===== src/rtl/execute_pkg.sv =====
// execute_pkg: shared widths, opcodes and operand/result bundle types
// for the execute unit and its two-requester arbiter.
package execute_pkg;
  localparam int XLEN = 32;
  localparam int OPC_W = 7;
  localparam int FUNC_W = 4;
  localparam int NREQ = 2;
  localparam logic [OPC_W-1:0] OPC_ALU = 7'b0000001;
  localparam logic [OPC_W-1:0] OPC_ALUI = 7'b0000010;
  localparam logic [OPC_W-1:0] OPC_BR = 7'b0000011;
  typedef struct packed {
    logic [XLEN-1:0] rs1;
    logic [XLEN-1:0] rs2;
    logic [XLEN-1:0] imm;
    logic [OPC_W-1:0] opcode;
    logic [FUNC_W-1:0] func;
  } op_bundle_t;
  typedef struct packed {
    logic [XLEN-1:0] sonuc;
    logic pc_update;
    logic we;
    logic hata;
  } rsp_bundle_t;
endpackage


===== src/rtl/execute_rtl.sv =====
// execute_rtl: combinational execute unit; register/immediate ALU ops and
// conditional branches, flagging hata for unknown opcode/function codes.
module execute_rtl
  import execute_pkg::*;
#(
  parameter int DW = XLEN
) (
  input  logic [DW-1:0]     rs1_data,
  input  logic [DW-1:0]     rs2_data,
  input  logic [DW-1:0]     imm,
  input  logic [OPC_W-1:0]  opcode,
  input  logic [FUNC_W-1:0] func,
  output logic [DW-1:0]     sonuc,
  output logic              pc_update,
  output logic              we,
  output logic              hata
);
  logic [DW-1:0] b, alu;
  logic alu_ok, br_ok, is_alu, is_br, eq, lt, cond;
  always_comb begin
    b = opcode == OPC_ALUI ? imm : rs2_data;
    alu_ok = 1'b1;
    case (func)
      4'd0: alu = rs1_data + b;
      4'd1: alu = rs1_data - b;
      4'd2: alu = rs1_data & b;
      4'd3: alu = rs1_data | b;
      4'd4: alu = rs1_data ^ b;
      4'd5: alu = rs1_data << b[$clog2(DW)-1:0];
      4'd6: alu = rs1_data >> b[$clog2(DW)-1:0];
      4'd7: alu = DW'($signed(rs1_data) < $signed(b));
      default: begin
        alu = '0;
        alu_ok = 1'b0;
      end
    endcase
    // branches compare rs1/rs2 and report rs1+imm as the target
    eq = rs1_data == rs2_data;
    lt = $signed(rs1_data) < $signed(rs2_data);
    br_ok = func inside {4'd0, 4'd1, 4'd4, 4'd5};
    cond = func == 4'd0 ? eq : func == 4'd1 ? !eq : func == 4'd4 ? lt : !lt;
    is_alu = opcode == OPC_ALU || opcode == OPC_ALUI;
    is_br = opcode == OPC_BR;
    sonuc = (is_alu && alu_ok) ? alu : (is_br && br_ok) ? rs1_data + imm : '0;
    pc_update = is_br && br_ok && cond;
    we = is_alu && alu_ok;
    hata = is_alu ? !alu_ok : is_br ? !br_ok : 1'b1;
  end
endmodule


===== src/rtl/execute_arbiter.sv =====
// execute_arbiter: round-robin sharing of one execute_rtl between two
// requesters, with an operand register, per-requester result buffers and error counters.
module execute_arbiter
  import execute_pkg::*;
#(
  parameter int DW = XLEN,
  parameter int CW = 16
) (
  input  logic                      clk,
  input  logic                      rst,
  input  logic [NREQ-1:0]           req_valid,
  output logic [NREQ-1:0]           req_ready,
  input  logic [NREQ-1:0][DW-1:0]   req_rs1_data,
  input  logic [NREQ-1:0][DW-1:0]   req_rs2_data,
  input  logic [NREQ-1:0][DW-1:0]   req_imm,
  input  logic [NREQ-1:0][6:0]      req_opcode,
  input  logic [NREQ-1:0][3:0]      req_func,
  output logic [NREQ-1:0]           rsp_valid,
  input  logic [NREQ-1:0]           rsp_ready,
  output logic [NREQ-1:0][DW-1:0]   rsp_sonuc,
  output logic [NREQ-1:0]           rsp_pc_update,
  output logic [NREQ-1:0]           rsp_we,
  output logic [NREQ-1:0]           rsp_hata,
  output logic [NREQ-1:0][CW-1:0]   err_count
);
  logic [NREQ-1:0] busy_q, busy_d, elig, grant, hs, cap, rsp_valid_q, rsp_valid_d;
  logic last_grant_q, last_grant_d, op_valid_q, op_owner_q;
  op_bundle_t op_q, op_d;
  rsp_bundle_t res;
  rsp_bundle_t [NREQ-1:0] buf_q, buf_d;
  logic [NREQ-1:0][CW-1:0] cnt_q, cnt_d;
  logic [DW-1:0] ex_sonuc;
  logic ex_pc, ex_we, ex_hata;
  execute_rtl #(.DW(DW)) u_exec (
    .rs1_data (op_q.rs1),
    .rs2_data (op_q.rs2),
    .imm      (op_q.imm),
    .opcode   (op_q.opcode),
    .func     (op_q.func),
    .sonuc    (ex_sonuc),
    .pc_update(ex_pc),
    .we       (ex_we),
    .hata     (ex_hata)
  );
  always_comb begin
    elig = req_valid & ~busy_q;
    grant = &elig ? (last_grant_q ? 2'b01 : 2'b10) : elig;
    hs = rsp_valid_q & rsp_ready;
    cap = op_valid_q ? (op_owner_q ? 2'b10 : 2'b01) : 2'b00;
    busy_d = grant | (busy_q & ~hs);
    last_grant_d = |grant ? grant[1] : last_grant_q;
    op_d = '{rs1: req_rs1_data[grant[1]], rs2: req_rs2_data[grant[1]], imm: req_imm[grant[1]],
             opcode: req_opcode[grant[1]], func: req_func[grant[1]]};
    res = '{sonuc: ex_sonuc, pc_update: ex_pc, we: ex_we, hata: ex_hata};
    // busy keeps a buffer empty until its result lands, so capture never collides with a hold
    rsp_valid_d = cap | (rsp_valid_q & ~rsp_ready);
    buf_d = buf_q;
    cnt_d = cnt_q;
    for (int i = 0; i < NREQ; i++) begin
      buf_d[i] = cap[i] ? res : buf_q[i];
      cnt_d[i] = cnt_q[i] + CW'(cap[i] && res.hata && !(&cnt_q[i]));
    end
  end
  always_comb begin
    req_ready = grant;
    rsp_valid = rsp_valid_q;
    err_count = cnt_q;
    for (int i = 0; i < NREQ; i++) begin
      rsp_sonuc[i] = buf_q[i].sonuc;
      rsp_pc_update[i] = buf_q[i].pc_update;
      rsp_we[i] = buf_q[i].we;
      rsp_hata[i] = buf_q[i].hata;
    end
  end
  always_ff @(posedge clk or posedge rst)
    if (rst) begin
      busy_q <= '0;
      last_grant_q <= 1'b1;
      op_valid_q <= 1'b0;
      op_owner_q <= 1'b0;
      op_q <= '0;
      buf_q <= '0;
      rsp_valid_q <= '0;
      cnt_q <= '0;
    end else begin
      busy_q <= busy_d;
      last_grant_q <= last_grant_d;
      op_valid_q <= |grant;
      op_owner_q <= grant[1];
      op_q <= op_d;
      buf_q <= buf_d;
      rsp_valid_q <= rsp_valid_d;
      cnt_q <= cnt_d;
    end
endmodule

===== config.mk =====
export PLATFORM = sky130hd
export DESIGN_NAME = execute_arbiter
export DESIGN_NICKNAME = d
export VERILOG_FILES = /design/src/rtl/execute_pkg.sv /design/src/rtl/execute_rtl.sv /design/src/rtl/execute_arbiter.sv
export SDC_FILE = /design/constraint.sdc
export NUM_CORES = 1
export LEC_CHECK = 0
export ABC_CLOCK_PERIOD_IN_PS = 9400
export CORE_ASPECT_RATIO = 1.25
export CORE_MARGIN = 10
export CORE_UTILIZATION = 57
export CTS_BUF_LIST = sky130_fd_sc_hd__clkbuf_8
export DETAILED_ROUTE_END_ITERATION = 6
export GPL_ROUTABILITY_DRIVEN = 1
export GPL_TIMING_DRIVEN = 1
export PLACE_DENSITY_LB_ADDON = 0.2
export SYNTH_ARGS = -nofsm -noshare
export SYNTH_HDL_FRONTEND = slang
export SYNTH_HIERARCHICAL = 1
export SYNTH_SLANG_ARGS = --single-unit

===== constraint.sdc =====
create_clock -name clk -period 9.4 [get_ports clk]
set_input_delay 2.35 -clock clk [delete_from_list [all_inputs] [get_ports clk]]
set_output_delay 2.35 -clock clk [all_outputs]
set_load 0.005 [all_outputs]

# == Yosys cells after proc, flatten, opt, wreduce, memory -nomap -nowiden ==
# Cells that the tools add are included.
# totals
ff_bits,216
input_bits,220
out_inout_bits,106
word_cells,98
# op_classes
magnitude_cmp,3
bitwise_logic,12
addsub,5
shift,2
n_eq_ne,11
mux,24
reduce_logical,21
# ops
operator,n
2-to-1 mux 32 bit,9
one-hot mux 32 bit (8 select lines),1
adder 32 bit,2
< comparator 32 bit,2
adder 16 x 1 -> 16 bit,2
AND 32 bit,1
== test 32 bit,1
bitwise OR 32 bit,1
AND reduction 16 bit,2
<< shifter 32 x 5 -> 32 bit,1
>> shifter 32 x 5 -> 32 bit,1
subtractor 32 bit,1
XOR 32 bit,1
"== test 4 x 3 -> 1 bit, second input constant",4
"== test 7 x 2 -> 1 bit, second input constant",2
2-to-1 mux 7 bit,2
AND 2 bit,4
"== test 4 x 2 -> 1 bit, second input constant",2
2-to-1 mux 2 bit,4
2-to-1 mux 4 bit,2
OR reduction 8 bit,1
"== test 7 x 1 -> 1 bit, second input constant",1
logical AND 1 bit,7
logical NOT 1 bit,6
10 further kinds,18

# == Logic depth before layout (Yosys ltp) ==
# depth
depth_word,8
ltp_mapped,22
ltp_nobuf,17

# == Modules after synthesis ==
# Netlist, hierarchy kept.
# by_module_without_submodules
mod,area_each_um2,n_inst,cells_per_inst
execute_rtl,11740.0,1,1750
execute_arbiter,8266.7,1,526

# == Least setup slack after synthesis ==
# OpenSTA, ideal clock, no wires.
# synth_timing
kind,in2out
from,input req_valid[0]
to,output req_ready[1]
stages,7
t_required_ns,7.050
path_slack_ns,3.909
path_buffers,3
arrival_ns,3.141
path_cell_list,inv_1 > nor2_1 > a21o_1 > buf_6 > buf_6 > buf_6 > inv_1
# synth_via
elab_chain_len,3
# synth_lines
element,line,text
"start, declared",execute_arbiter.sv:11,"input logic [NREQ-1:0] req_valid,"
AND 2 bit,execute_arbiter.sv:46,elig = req_valid & ~busy_q;
AND reduction 2 bit,execute_arbiter.sv:47,grant = &elig ? (last_grant_q ? 2'b01 : 2'b10) : elig;
2-to-1 mux 2 bit,execute_arbiter.sv:47,
"end, declared",execute_arbiter.sv:12,"output logic [NREQ-1:0] req_ready,"
# No other way between the ends.

# == Final worst setup path ==
# Ends and elaborated chain as after synthesis.

==> flow_metrics.py <==
metrics = {
    "status": {
        "status": "complete, no violations",
    },
    "logic_synthesis": {
        "yosys.area_share.simple": 0.132,
        "synthAdderAreaFrac": 0.111,
        "synthMuxAreaShare": 0.169,
        "synth-seq-cells": 216,
        "synthesis.nets": 2673,
        "synth_flop_cell": "dfrtp_1",
        "synth_xor_area_frac": 0.0451,
        "syn-cell-area_sq_um": 20000,
        "seq_area_frac_synth": 0.270,
        "synth-edff-count": 0,
        "synth_compound_area_frac": 0.213,
        "ys_types": 93,
        "postSynthCellCount": 2276,
        "synth_area_per_cell_sq_um": 8.79,
        "yosysWarnings": 6,
        "synth_top_family_by_area": "compound AO/OA/AOI/OAI gates",
        "async_flop_share": 1.00,
    },
    "setup_path": {
        "crit_start": "req_valid[0]",
        "startpoint_type": "input port",
        "worst-r2r-setup-slack_ns": 3.09,
        "reg2reg_from": "op_q[10]$_DFF_PP0_",
        "worstSetupEndpointType": "output pin",
        "crit_chain": "clkdlybuf4s50_1, inv_1, nor2_1, a21o_4, inv_1, clkdlybuf4s50_1",
        "worst-path-max-fanout": 36,
        "endpoint": "req_ready[1]",
        "cpPeakStageDelay_ns": 0.49,
        "required_ns": 7.05,
        "crit_type": "in -> out",
        "reg2regPathDepth": 19,
        "arrival_ns": 4.24,
        "timing.rr.end": "rsp_sonuc[30]$_DFFE_PP0N_",
        "slowest_stage": "a21o_4",
    },
    "floorplan": {
        "io_pins": 326,
        "row_count": 76,
        "die_height_um": 229,
        "core_area_sq_um": 34600,
        "dieArea_sq_um": 43000,
        "die_w_um": 188,
        "start_util": 0.578,
    },
    "timing": {
        "relSlewSlack": 0.0672,
        "worst_pin_slew_ns": 1.39,
        "tns_ns": 0,
        "period_minus_slack_ns": 6.59,
        "min_period_over_period": 0.701,
        "setup_viol_count_final": 0,
        "maxSlewViolCount": 0,
        "grt_setup_unrepaired": "no",
        "fmax_mhz": 152,
        "worst_clock_skew_ns": 0.0143,
        "hold_violations": 0,
    },
    "worst_hold_path": {
        "hp-class": "reg -> reg",
    },
    "global_routing": {
        "antenna_found_initial": 1,
        "grt_pass1_vias": 21537,
        "grt-ovfl-total": 0,
        "grt_start_max_net_pins": 84,
        "grt_pass1_wl_um": 135000,
        "track_usage": 0.404,
    },
    "routing": {
        "vias": 20731,
        "ant_nets": 0,
        "wl_um": 90500,
        "drt-initial-drc-count": 2499,
        "wl_per_cell_um": 29.9,
        "viasPerCell": 6.85,
        "first_pass_iters": 6,
        "drcViolationCount": 0,
    },
    "clock_network": {
        "cts.repair.resized": 0,
        "clockBufferDepth": 3,
        "cts_tree": "done",
        "postCtsSetupBuffers": 0,
        "htree_levels": 2,
        "clk-insertion-delay-late_ns": 0.56,
        "cts_sinks": 216,
        "cts_buffers": 36,
        "cts_root_buffer": "clkbuf_8",
        "path_clk_slew_ns": 0.06,
        "hold_buffers": 0,
    },
    "layout": {
        "layout.nets": 2941,
        "multi_input_area_sq_um": 13500,
        "fin_cells": 3026,
        "drive_gt1_frac": 0.134,
        "register_area_sq_um": 5410,
        "fill_cells": 2631,
        "postLayoutCoreUtil": 0.698,
        "syn2layout_area_growth_pct": 20.8,
    },
    "place": {
        "dp.cells": 2974,
        "numPortBuffers": 325,
        "dp_hpwl_um": 67600,
        "routabilityCongestion": 1.08,
    },
    "pwr": {
        "p_per_area_nw_per_um2": 193,
        "ir_drop_mv": 0.214,
        "power.leakage_nw": 10.9,
    },
    "flow_run": {
        "cap_violations": 0,
    },
}
-- state kept, by name (all words and copies together) (netlist names) --
name / cells
rsp_pc_update: 2
err_count: 32
op_valid_q: 1
busy_q: 2
rsp_we: 2
rsp_valid: 2
rsp_sonuc: 64
op_owner_q: 1
op_q: 107
last_grant_q: 1
rsp_hata: 2
-- cell usage after synthesis, types with 13 or more instances --
| master | count | share of area |
|---|---|---|
| and3_1 | 13 | 0.0041 |
| nand3_1 | 57 | 0.014 |
| a22oi_1 | 13 | 0.0049 |
| mux2i_1 | 82 | 0.041 |
| nor2_1 | 149 | 0.028 |
| inv_1 | 135 | 0.025 |
| buf_1 | 18 | 0.0034 |
| clkbuf_1 | 72 | 0.014 |
| xnor2_1 | 72 | 0.032 |
| a31oi_1 | 19 | 0.0059 |
| nand2b_1 | 20 | 0.0063 |
| o31ai_1 | 13 | 0.0049 |
| and2_1 | 15 | 0.0047 |
| o221ai_1 | 14 | 0.0061 |
| xor2_1 | 31 | 0.014 |
| a221oi_1 | 31 | 0.014 |
| nor4_1 | 15 | 0.0047 |
| a21o_1 | 56 | 0.021 |
| o21bai_1 | 21 | 0.0079 |
| buf_4 | 14 | 0.0053 |
| nor3_1 | 50 | 0.013 |
| dfrtp_1 | 215 | 0.27 |
| o211ai_1 | 15 | 0.0056 |
| nand4_1 | 24 | 0.0075 |
| nand2_1 | 163 | 0.031 |
| a211oi_1 | 45 | 0.017 |
| o21a_1 | 14 | 0.0053 |
| o22ai_1 | 24 | 0.0075 |
| ha_1 | 175 | 0.11 |
| buf_2 | 29 | 0.0073 |
| o21ai_0 | 101 | 0.025 |
| a21oi_1 | 178 | 0.045 |
| mux2_2 | 207 | 0.12 |
-- layout make-up --
cell class | instances | area share
Tap cell | 468 | 0.0242
Timing Repair Buffer | 367 | 0.148
Clock inverter | 12 | 0.00233
Multi-Input combinational cell | 1781 | 0.557
Antenna cell | 1 | 0.000104
Inverter | 142 | 0.0224
Sequential cell | 216 | 0.224
Clock buffer | 39 | 0.0222
-- how the worst min path moves through the flow --
stage | startpoint | to | slack (ns) | depth (start not counted)
after global routing | err_count[28]$_DFF_PP0_ | err_count[28]$_DFF_PP0_ | 0.51 | 1
final | err_count[28]$_DFF_PP0_ | err_count[28]$_DFF_PP0_ | 0.50 | 1
after floorplan | busy_q[1]$_DFF_PP0_ | busy_q[1]$_DFF_PP0_ | 0.44 | 2
after CTS | err_count[28]$_DFF_PP0_ | err_count[28]$_DFF_PP0_ | 0.49 | 1
after detailed placement | busy_q[0]$_DFF_PP0_ | op_valid_q$_DFF_PP0_ | 0.48 | 1
after global placement | rsp_hata[0]$_DFFE_PP0N_ | rsp_hata[0]$_DFFE_PP0N_ | 0.46 | 2
-- report_power, final --
group          switching, W  leakage [nW]  internal [W]  total, W
Sequential         0.000192          2.74       0.00104   0.00123
Combinational       0.00162          7.85       0.00104   0.00266
Clock              0.000391         0.336      0.000375  0.000766
-- critical path, delay by kind of cell --
family / cells / cell delay (ns)
AND/OR/NAND/NOR: 1 / 0.25
buffers and inverters: 4 / 1.14
AO/OA/AOI/OAI: 1 / 0.49
-- metal layers --
metal / wire length, um / share of wire / GRT usage / up-vias
met5: 15 / 0.00017 / 0 / -
met4: 8110 / 0.090 / 0.315 / 2
met3: 10200 / 0.11 / 0.116 / 467
met2: 41300 / 0.46 / 0.652 / 1550
met1: 30900 / 0.34 / 0.440 / 9864
li1: - / - / - / 8848
-- layout by cell type (no fill, tap or decap), types with 13 or more instances in the layout --
| cell | n |
|---|---|
| clkdlybuf4s50_1 | 325 |
| dfrtp_1 | 215 |
| mux2_2 | 207 |
| a21oi_1 | 177 |
| ha_1 | 175 |
| nand2_1 | 163 |
| nor2_1 | 149 |
| inv_1 | 142 |
| o21ai_0 | 101 |
| mux2i_1 | 82 |
| xnor2_1 | 72 |
| nand3_1 | 57 |
| a21o_1 | 55 |
| nor3_1 | 47 |
| a211oi_1 | 45 |
| buf_4 | 42 |
| clkbuf_8 | 39 |
| xor2_1 | 31 |
| a221oi_1 | 31 |
| nand4_1 | 24 |
| o22ai_1 | 24 |
| o21bai_1 | 21 |
| nand2b_1 | 19 |
| a31oi_1 | 19 |
| nor4_1 | 15 |
| o211ai_1 | 15 |
| o21a_1 | 14 |
| o221ai_1 | 14 |
| and3_1 | 13 |
| and2_1 | 13 |
| o31ai_1 | 13 |
| a22oi_1 | 13 |
-- metrics by stage --
stage                     cell area, sq um  total power [W]  setup WS, ns  hold WS [ns]
after global placement               23600          0.00369          2.95         0.460
after CTS                            24200          0.00454          2.80         0.492
after global routing                 24200          0.00485          2.70         0.512
after floorplan                      20000          0.00287          1.14         0.445
after detailed placement             23600          0.00376          2.88         0.483
final                                24200          0.00466          2.81         0.501
-- logic make-up (layout without fill, tap and decap cells) --
| logic type | Yosys count | after routing |
|---|---|---|
| compound gates | 642 | 642 |
| xor+xnor | 103 | 103 |
| fa+ha+maj | 177 | 177 |
| buf+inv | 279 | 560 |
| flops | 216 | 216 |
| mux | 302 | 302 |
| other cells | 0 | 1 |
| simple gates | 557 | 557 |
No activity file was read; power rests on OpenSTA's default activity.
